File: src/rtl/core_mmio_initiator.sv
// core_mmio_initiator
// Initiator end of the core's MMIO request/grant bus. Accepts one load/store
// command at a time, rejects misaligned or out-of-window addresses without
// touching the bus, otherwise raises mmio_req until granted, captures the
// responder's registered rdata/error one cycle after the grant and returns a
// response with a cause code. A grant timeout keeps a missing responder from
// hanging the core.
//
// Ports:
//   g_clk, g_reset              clock, synchronous active-high reset
//   cmd_valid/ready/wen/addr/wdata   command channel from the memory stage
//   rsp_valid/ready/rdata/cause      response channel (cause: 0 ok, 1 bus
//                                    error, 2 bad address, 3 timeout)
//   mmio_req/wen/addr/wdata     bus request outputs (registered)
//   mmio_gnt                    grant, honoured only while requesting
//   mmio_rdata/error            responder data/status, valid the cycle after grant
module core_mmio_initiator #(
    parameter int                    MEM_ADDR_W = 39,
    parameter int                    MEM_DATA_W = 64,
    parameter logic [MEM_ADDR_W-1:0] MMIO_BASE  = 39'h0,
    parameter logic [MEM_ADDR_W-1:0] MMIO_SIZE  = 39'h100,
    parameter int                    TIMEOUT    = 16
) (
    input  logic                  g_clk,
    input  logic                  g_reset,
    input  logic                  cmd_valid,
    output logic                  cmd_ready,
    input  logic                  cmd_wen,
    input  logic [MEM_ADDR_W-1:0] cmd_addr,
    input  logic [MEM_DATA_W-1:0] cmd_wdata,
    output logic                  rsp_valid,
    input  logic                  rsp_ready,
    output logic [MEM_DATA_W-1:0] rsp_rdata,
    output logic [1:0]            rsp_cause,
    output logic                  mmio_req,
    output logic                  mmio_wen,
    output logic [MEM_ADDR_W-1:0] mmio_addr,
    output logic [MEM_DATA_W-1:0] mmio_wdata,
    input  logic                  mmio_gnt,
    input  logic [MEM_DATA_W-1:0] mmio_rdata,
    input  logic                  mmio_error
);

    localparam int                CNT_W    = (TIMEOUT > 1) ? $clog2(TIMEOUT) : 1;
    localparam logic [CNT_W-1:0]  CNT_LAST = CNT_W'(TIMEOUT - 1);
    localparam logic [MEM_ADDR_W:0] WIN_LO   = {1'b0, MMIO_BASE};
    localparam logic [MEM_ADDR_W:0] WIN_SIZE = {1'b0, MMIO_SIZE};

    localparam logic [1:0] CAUSE_OK      = 2'd0;
    localparam logic [1:0] CAUSE_BUS_ERR = 2'd1;
    localparam logic [1:0] CAUSE_BAD     = 2'd2;
    localparam logic [1:0] CAUSE_TIMEOUT = 2'd3;

    typedef enum logic [1:0] {
        ST_IDLE,
        ST_REQ,
        ST_WAIT,
        ST_RESP
    } state_e;

    state_e           state;
    logic [CNT_W-1:0] cnt;

    // Window check done as an offset from the base at one extra bit: an
    // address below the base makes the offset negative (top bit set), and
    // comparing the offset against the size avoids computing a window end
    // that could wrap.
    function automatic logic addr_bad(input logic [MEM_ADDR_W-1:0] a);
        logic [MEM_ADDR_W:0] off;
        off = {1'b0, a} - WIN_LO;
        return (a[2:0] != 3'b000) || off[MEM_ADDR_W] || (off >= WIN_SIZE);
    endfunction

    assign cmd_ready = (state == ST_IDLE) && !g_reset;

    always_ff @(posedge g_clk) begin
        if (g_reset) begin
            state      <= ST_IDLE;
            cnt        <= '0;
            mmio_req   <= 1'b0;
            mmio_wen   <= 1'b0;
            mmio_addr  <= '0;
            mmio_wdata <= '0;
            rsp_valid  <= 1'b0;
            rsp_rdata  <= '0;
            rsp_cause  <= CAUSE_OK;
        end else begin
            case (state)
                ST_IDLE: begin
                    if (cmd_valid) begin
                        if (addr_bad(cmd_addr)) begin
                            rsp_valid <= 1'b1;
                            rsp_rdata <= '0;
                            rsp_cause <= CAUSE_BAD;
                            state     <= ST_RESP;
                        end else begin
                            mmio_req   <= 1'b1;
                            mmio_wen   <= cmd_wen;
                            mmio_addr  <= cmd_addr;
                            mmio_wdata <= cmd_wdata;
                            cnt        <= '0;
                            state      <= ST_REQ;
                        end
                    end
                end
                ST_REQ: begin
                    // A grant on the last allowed cycle takes priority.
                    if (mmio_gnt) begin
                        mmio_req <= 1'b0;
                        state    <= ST_WAIT;
                    end else if (cnt == CNT_LAST) begin
                        mmio_req  <= 1'b0;
                        rsp_valid <= 1'b1;
                        rsp_rdata <= '0;
                        rsp_cause <= CAUSE_TIMEOUT;
                        state     <= ST_RESP;
                    end else begin
                        cnt <= cnt + 1'b1;
                    end
                end
                ST_WAIT: begin
                    rsp_valid <= 1'b1;
                    rsp_cause <= mmio_error ? CAUSE_BUS_ERR : CAUSE_OK;
                    rsp_rdata <= (!mmio_wen && !mmio_error) ? mmio_rdata : '0;
                    state     <= ST_RESP;
                end
                ST_RESP: begin
                    if (rsp_ready) begin
                        rsp_valid <= 1'b0;
                        state     <= ST_IDLE;
                    end
                end
                default: state <= ST_IDLE;
            endcase
        end
    end

endmodule

File: config.mk
export PLATFORM = sky130hd
export DESIGN_NAME = core_mmio_initiator
export DESIGN_NICKNAME = d
export VERILOG_FILES = /design/src/rtl/core_mmio_initiator.sv
export SDC_FILE = /design/constraint.sdc
export NUM_CORES = 1
export LEC_CHECK = 0
export CAP_MARGIN = 20
export CORE_AREA = 3 3 134 136
export CTS_CLUSTER_SIZE = 40
export DETAILED_ROUTE_END_ITERATION = 10
export DIE_AREA = 0 0 137 139
export DONT_BUFFER_PORTS = 1
export REMOVE_ABC_BUFFERS = 1
export SYNTH_ARGS = -nofsm -noshare
export SYNTH_HDL_FRONTEND = slang
export SYNTH_SLANG_ARGS = --single-unit
File: constraint.sdc
create_clock -name g_clk -period 2.7 [get_ports g_clk]
set_input_delay 0.27 -clock g_clk [delete_from_list [all_inputs] [get_ports g_clk]]
set_output_delay 0.27 -clock g_clk [all_outputs]
set_load 0.1 [all_outputs]
==> results.cfg, run 1 <==
[status]
status = completed

[sta]
setup_ws_ns = 0.211
fin_crit_sh_pct = 92.2
tightest_slew_ns = 1.05
hold_violations = 0
fin_crit_ns = 2.49
fmax_mhz = 402
setup_viol = 0
slew_violations = 0
maxSlewHeadroom_pct = 30.0
skew_ns = 0.0123

[logic_synthesis]
synth_compound_area_share_pct = 8.07
synthesis.area_sq_um = 6730
synthCells = 755
synthXorXnorAreaFrac_pct = 0
yosysWarnings = 0
yosys.area_share.adder_pct = 1.30
synth_top_family_by_area = simple AND/OR/NAND/NOR gates
avgSynthCellArea_sq_um = 8.91
ys_types = 39
synth_edf_count = 0
synth-seq-cells = 178
synthSimpleGateAreaFrac_pct = 23.1
synth_ff_type = dfxtp_1
yosysSeqAreaShare_pct = 53.0
synthMuxAreaShare_pct = 9.67
async_reset_ff_share_pct = 0

[route]
final_antenna_net_count = 0
initialDrtViolationCount = 291
drt_wl_total_um = 20000
wl_per_cell_um = 17.9
vias = 5681
firstDrtPassIters = 4
vias_per_cell = 5.08
drc_errors = 0

[setup_path]
crit_slowest_cell = dlygate4sd3_1
cpPeakStageDelay_ns = 0.57
reg2reg_slack_ns = 0.21
critical_path_class = flip-flop to flip-flop
path_max_fanout = 5
cp.arrival_ns = 2.85
critical_path_buf_inv_count = 3
r2r-start = state[0]
path_cells = inv_2, ha_1, nor4b_4, nand4_4, nor4_4, clkbuf_16, nand2_1, a21oi_1, dlygate4sd3_1
reg2reg_depth = 9
critPathRequiredTime_ns = 3.06
end_kind = flip-flop
critical-path-top-delay-family = simple AND/OR/NAND/NOR gates
worstReg2RegEnd = mmio_wdata[63]
cp-start-kind = flip-flop

[die]
core-area_sq_um = 17100
start_util_pct = 39.5
rows = 48
die_area_sq_um = 19000
die_h_um = 139
dieWidth_um = 137
io_pins = 347

[power_and_ir_drop]
ir_drop_mv = 0.595
p_leak_uw = 0.00353
pwr-share-seq_pct = 43.7
swShare_pct = 34.5
p_per_area_nw_per_um2 = 862
switching_power_uw = 2670
intPower_uw = 5080
combPwrFrac_pct = 22.4
power_frac_clock_pct = 34.0

[clock_tree]
insertion_delay_ns = 0.41
clk_path_buf_depth = 2
clk_pin_slew_ns = 0.07
clock_sinks = 178
h-tree-depth = 4
numCtsBuffers = 17
root_buffer = clkbuf_16
cts_tree = yes

[place]
dp_slack_ns = 0.426
placed_cells = 955
dp_hpwl_um = 12500
gp_congestion = 0.789
port_buffers = 0

[global_route]
grt_max_degree = 78
grt_pass1_wl_um = 29300
antenna_found_initial = 0
grtUsageTotal_pct = 19.2
grt_pass1_vias = 5684
grt-ovfl-total = 0

[finish]
diodes = 0
fillers = 1556
fin_util_pct = 52.7
areaGrowthSynthToFinish_pct = 33.6
finalNonFillerCells = 1118
finalNetCount = 1062
drive_gt1_share_pct = 8.96

[min_path]
holdPathEnd = rsp_rdata[34]
hp-start = mmio_rdata[34]
min_path_type = primary input to flip-flop
min_path_cells = 2

[flow_run]
maxCapViolCount = 0
==> cells in the mapped netlist, types with 3 or more instances <==
| master | count | share of area [%] |
|---|---|---|
| nor2_1 | 4 | 0.22 |
| a31oi_1 | 3 | 0.28 |
| clkbuf_1 | 40 | 2.2 |
| buf_6 | 13 | 2.2 |
| a21oi_1 | 78 | 5.8 |
| mux2i_1 | 65 | 9.7 |
| nand2_1 | 274 | 15 |
| nand3_1 | 4 | 0.30 |
| and3_1 | 36 | 3.3 |
| dfxtp_1 | 178 | 53 |
| nor4_4 | 4 | 1.3 |
| ha_1 | 7 | 1.3 |
| inv_1 | 7 | 0.39 |
| o21ai_0 | 3 | 0.22 |
| nor4_1 | 6 | 0.56 |
==> state kept, by name, indices dropped and copies added (netlist names) <==
signal,cells
rsp_cause,2
state,2
mmio_req,1
rsp_rdata,64
cnt,4
mmio_wdata,64
mmio_addr,39
mmio_wen,1
rsp_valid,1
==> final cells by class <==
| class | count | area [sq um] | area share (%) |
|---|---|---|---|
| clock buffers | 18 | 429 | 4.77 |
| clock inverters | 13 | 203 | 2.25 |
| inverters | 7 | 26.3 | 0.292 |
| multi-input cells | 515 | 2840 | 31.6 |
| flip-flops and latches | 178 | 3560 | 39.6 |
| well taps | 225 | 282 | 3.13 |
| repair buffers | 162 | 1640 | 18.3 |
==> worst max path at each step <==
stage | from | endpoint | slack (ns) | cells past startpoint
finish | state[0] | mmio_wdata[63] | 0.21 | 9
floorplan | mmio_wen | rsp_rdata[0] | -3.36 | 3
global placement | state[0] | rsp_rdata[1] | 0.49 | 8
CTS | state[0] | mmio_wdata[63] | 0.07 | 9
global route | state[0] | mmio_wdata[63] | -0.002 | 9
detailed placement | state[0] | rsp_rdata[43] | 0.43 | 8
==> cell families after synthesis <==
group / count (synthesis)
simple gates: 344
flops: 178
compound gates: 99
mux: 65
buf+inv: 62
fa+ha+maj: 7
==> through the flow <==
step | hold slack (ns) | total power, uW | cell area (sq um) | TNS [ns]
6_report | 0.0185 | 7750 | 8990 | 0
5_1_grt | 0.00608 | 8060 | 8990 | -0.00200
4_1_cts | 0.000783 | 7800 | 8910 | 0
3_5_place_dp | 0.348 | 4990 | 7030 | 0
3_3_place_gp | 0.346 | 4980 | 7030 | 0
2_1_floorplan | 0.339 | 4560 | 6420 | -341.04
==> cell usage in the layout, fill, tap and decap left out, drive strengths merged, types with 2 or more instances in the layout <==
cell,instances
mux2i,65
nor2b,2
clkbuf,19
buf,38
ha,7
and3,36
o31ai,2
dlygate4sd3,123
nand2,274
a32o,2
nor2,4
o21ai,5
and2,2
dfxtp,178
nand3,4
clkinvlp,2
nand4,2
nor4b,2
inv,10
o21a,2
nor4,10
clkinv,4
nor3,2
a21oi,78
or2b,2
bufinv,4
a31oi,3
==> layer usage <==
layer	up-vias	track usage, %	part of all wire (%)
li1	2753	-	-
met1	2663	22.0	40
met2	219	33.4	51
met3	46	5.22	6.5
met4	0	7.98	2.9
met5	-	0	0
==> what timing repair did <==
action | in CTS | in global routing
gates resized for setup | 0 | 2
setup buffers | 0 | 6
endpoints found under the setup margin | 0 | 1
hold buffers | 123 | 1
hold endpoints to repair | 133 | 1
==> power by group through the flow <==
stage | logic (uW) | registers [uW] | clock network (uW)
global route | 1860 | 3390 | 2820
detailed placement | 1550 | 3440 | 0
floorplan | 1060 | 3500 | 0
global placement | 1550 | 3430 | 0
finish | 1730 | 3380 | 2630
CTS | 1730 | 3380 | 2690
Note: power is estimated with default switching activity, not from simulation.
==> run 2: changes to the inputs <==
--- a/config.mk
+++ b/config.mk
@@ -12,6 +12,7 @@
 export DIE_AREA = 0 0 137 139
 export DONT_BUFFER_PORTS = 1
 export REMOVE_ABC_BUFFERS = 1
+export SLEW_MARGIN = 0
 export SYNTH_ARGS = -nofsm -noshare
 export SYNTH_HDL_FRONTEND = slang
 export SYNTH_SLANG_ARGS = --single-unit
==> results of run 2 <==
No change in the layout: final DEF, timing and power equal those of run 1.
==> run 3: changes to the inputs <==
--- a/config.mk
+++ b/config.mk
@@ -7,7 +7,7 @@
 export LEC_CHECK = 0
 export CAP_MARGIN = 20
 export CORE_AREA = 3 3 134 136
-export CTS_CLUSTER_SIZE = 40
+export CTS_CLUSTER_SIZE = 30
 export DETAILED_ROUTE_END_ITERATION = 10
 export DIE_AREA = 0 0 137 139
 export DONT_BUFFER_PORTS = 1
==> constraint.sdc (replaced) <==
create_clock -name g_clk -period 2.3 [get_ports g_clk]
set_input_delay 0.23 -clock g_clk [delete_from_list [all_inputs] [get_ports g_clk]]
set_output_delay 0.23 -clock g_clk [all_outputs]
set_load 0.1 [all_outputs]
==> results.cfg, run 3 (synthesis results as in run 1) <==
[sta]
fin_crit_ns = 2.17
tightest_slew_ns = 0.475
skew_ns = 0.0126
maxSlewHeadroom_pct = 68.1
tns_ns = 0
fin_crit_sh_pct = 94.5
rsz0062_at_grt = yes
setup_ws_ns = 0.126
slew_violations = 0
setup_viol = 0
hold_violations = 0
fmax_mhz = 460

[finish]
diodes = 0
drive_gt1_share_pct = 23.1
fillers = 1381
top_regs = mmio_wdata: 64 flops, rsp_rdata: 64 flops, mmio_addr: 39 flops
fin_util_pct = 60.5
mostFrequentLayoutCells = nand2_1, buf_4, dfxtp_1
final_common_cell = nand2_1
finalNetCount = 1238
areaGrowthSynthToFinish_pct = 53.3

[setup_path]
crit_slowest_cell = dfxtp_1
end_kind = flip-flop
path_max_fanout = 35
reg2reg_slack_ns = 0.13
critical_path_class = flip-flop to flip-flop
critical_path_buf_inv_count = 3
critical-path-top-delay-family = simple AND/OR/NAND/NOR gates
cpPeakStageDelay_ns = 0.35
r2r-start = state[0]
cp.arrival_ns = 2.51
worstReg2RegEnd = mmio_wdata[63]
cp-start-kind = flip-flop
worstSetupPathDepth = 9
critPathRequiredTime_ns = 2.64
path_cells = inv_1, ha_1, nor4b_4, nand4_4, nor4_4, buf_4, clkbuf_16, nand2_1, a21oi_1
reg2reg_depth = 9

[route]
drt_wl_total_um = 21600
wl_per_cell_um = 16.7
firstDrtPassIters = 4
vias_per_cell = 4.90
final_antenna_net_count = 0
vias = 6344
initialDrtViolationCount = 316
drc_errors = 0

[power_and_ir_drop]
ir_drop_mv = 0.681
p_per_area_nw_per_um2 = 894
intPower_uw = 6030
pwr-share-seq_pct = 35.2
swShare_pct = 34.7
combPwrFrac_pct = 33.3
power_frac_clock_pct = 31.5
p_leak_uw = 0.00444
switching_power_uw = 3200

[status]
status = completed

[flow_run]
maxCapViolCount = 0

[die]
die_h_um = 139
core-area_sq_um = 17100
rows = 48
io_pins = 347
die_area_sq_um = 19000
start_util_pct = 39.5
dieWidth_um = 137

[clock_tree]
clk_pin_slew_ns = 0.07
clk_path_buf_depth = 2
h-tree-depth = 4
insertion_delay_ns = 0.41
cts_tree = yes
clock_sinks = 178
root_buffer = clkbuf_16
numCtsBuffers = 17

[global_route]
grt_pass1_vias = 6072
grt_pass1_wl_um = 31600
grt-ovfl-total = 0
antenna_found_initial = 0
grt_max_degree = 88
grtUsageTotal_pct = 20.7

[min_path]
holdPathEnd = rsp_cause[0]
min_path_cells = 3
hp-start = g_reset
min_path_type = primary input to flip-flop

[place]
port_buffers = 0
dp_hpwl_um = 13400
dp_slack_ns = 0.0726
gp_congestion = 0.826
-- run 3: cell types whose count changed in the layout (fill, tap and decap cells not counted), moves of 2 or more --
cell / change
buf_4: +165
buf_6: -2
bufinv_16: -2
clkinvlp_4: +3
dlygate4sd3_1: +11
-- run 3: metrics by stage --
stage	std cells	hold WS (ns)	total power (uW)	area, sq um
3_3_place_gp	1116	0.306	6020	8220
5_1_grt	1294	0.0306	9610	10300
4_1_cts	1281	0.00180	9160	10200
3_5_place_dp	1116	0.307	6020	8220
2_1_floorplan	700	0.299	5210	6420
6_report	1294	0.0159	9230	10300
-- run 3: worst max path at each step --
stage	startpoint	end	slack [ns]
detailed placement	state[0]	rsp_rdata[46]	0.07
finish	state[0]	mmio_wdata[63]	0.13
global placement	state[0]	rsp_rdata[2]	0.18
global route	state[0]	mmio_wdata[63]	-0.03
CTS	state[0]	rsp_rdata[46]	0.06
floorplan	mmio_wen	rsp_rdata[0]	-3.76
-- run 3: worst register-to-register path: stages, from the launching register on --
cell       delay, ns
dfxtp_1         0.35
inv_1           0.13
ha_1            0.19
nor4b_4         0.28
nand4_4         0.17
nor4_4          0.32
buf_4           0.16
clkbuf_16       0.21
nand2_1         0.09
a21oi_1         0.19
-- run 3: routing by layer --
layer  vias to the layer above  routed length, um  global-route usage (%)  share of wire [%]
met2                       266              10900                    36.1                 51
met4                         0                771                    8.46                3.6
li1                       3102                  -                       -                  -
met3                        60               1460                    6.10                6.8
met1                      2916               8410                    23.4                 39
met5                         -                  0                       0                  0
-- run 3: what timing repair did --
action | CTS | global route
gates resized for setup | 0 | 6
setup endpoints to repair | 0 | 75
setup buffers | 0 | 9
hold buffers | 134 | 1
endpoints found under the hold margin | 140 | 1
-- run 3: cell type report --
class,instances,area (sq um),area share (%)
inverters,7,26.3,0.255
clock inverters,13,151,1.47
flip-flops and latches,178,3560,34.5
clock buffers,18,439,4.26
well taps,225,282,2.73
repair buffers,337,3000,29.0
multi-input cells,516,2860,27.7
-- run 3: power by group through the flow --
stage | Clock [uW] | Sequential [uW] | Combinational, uW
6_report | 2910 | 3250 | 3070
4_1_cts | 2980 | 3250 | 2920
3_5_place_dp | 0 | 3320 | 2700
2_1_floorplan | 0 | 4070 | 1130
3_3_place_gp | 0 | 3320 | 2700
5_1_grt | 3120 | 3260 | 3230
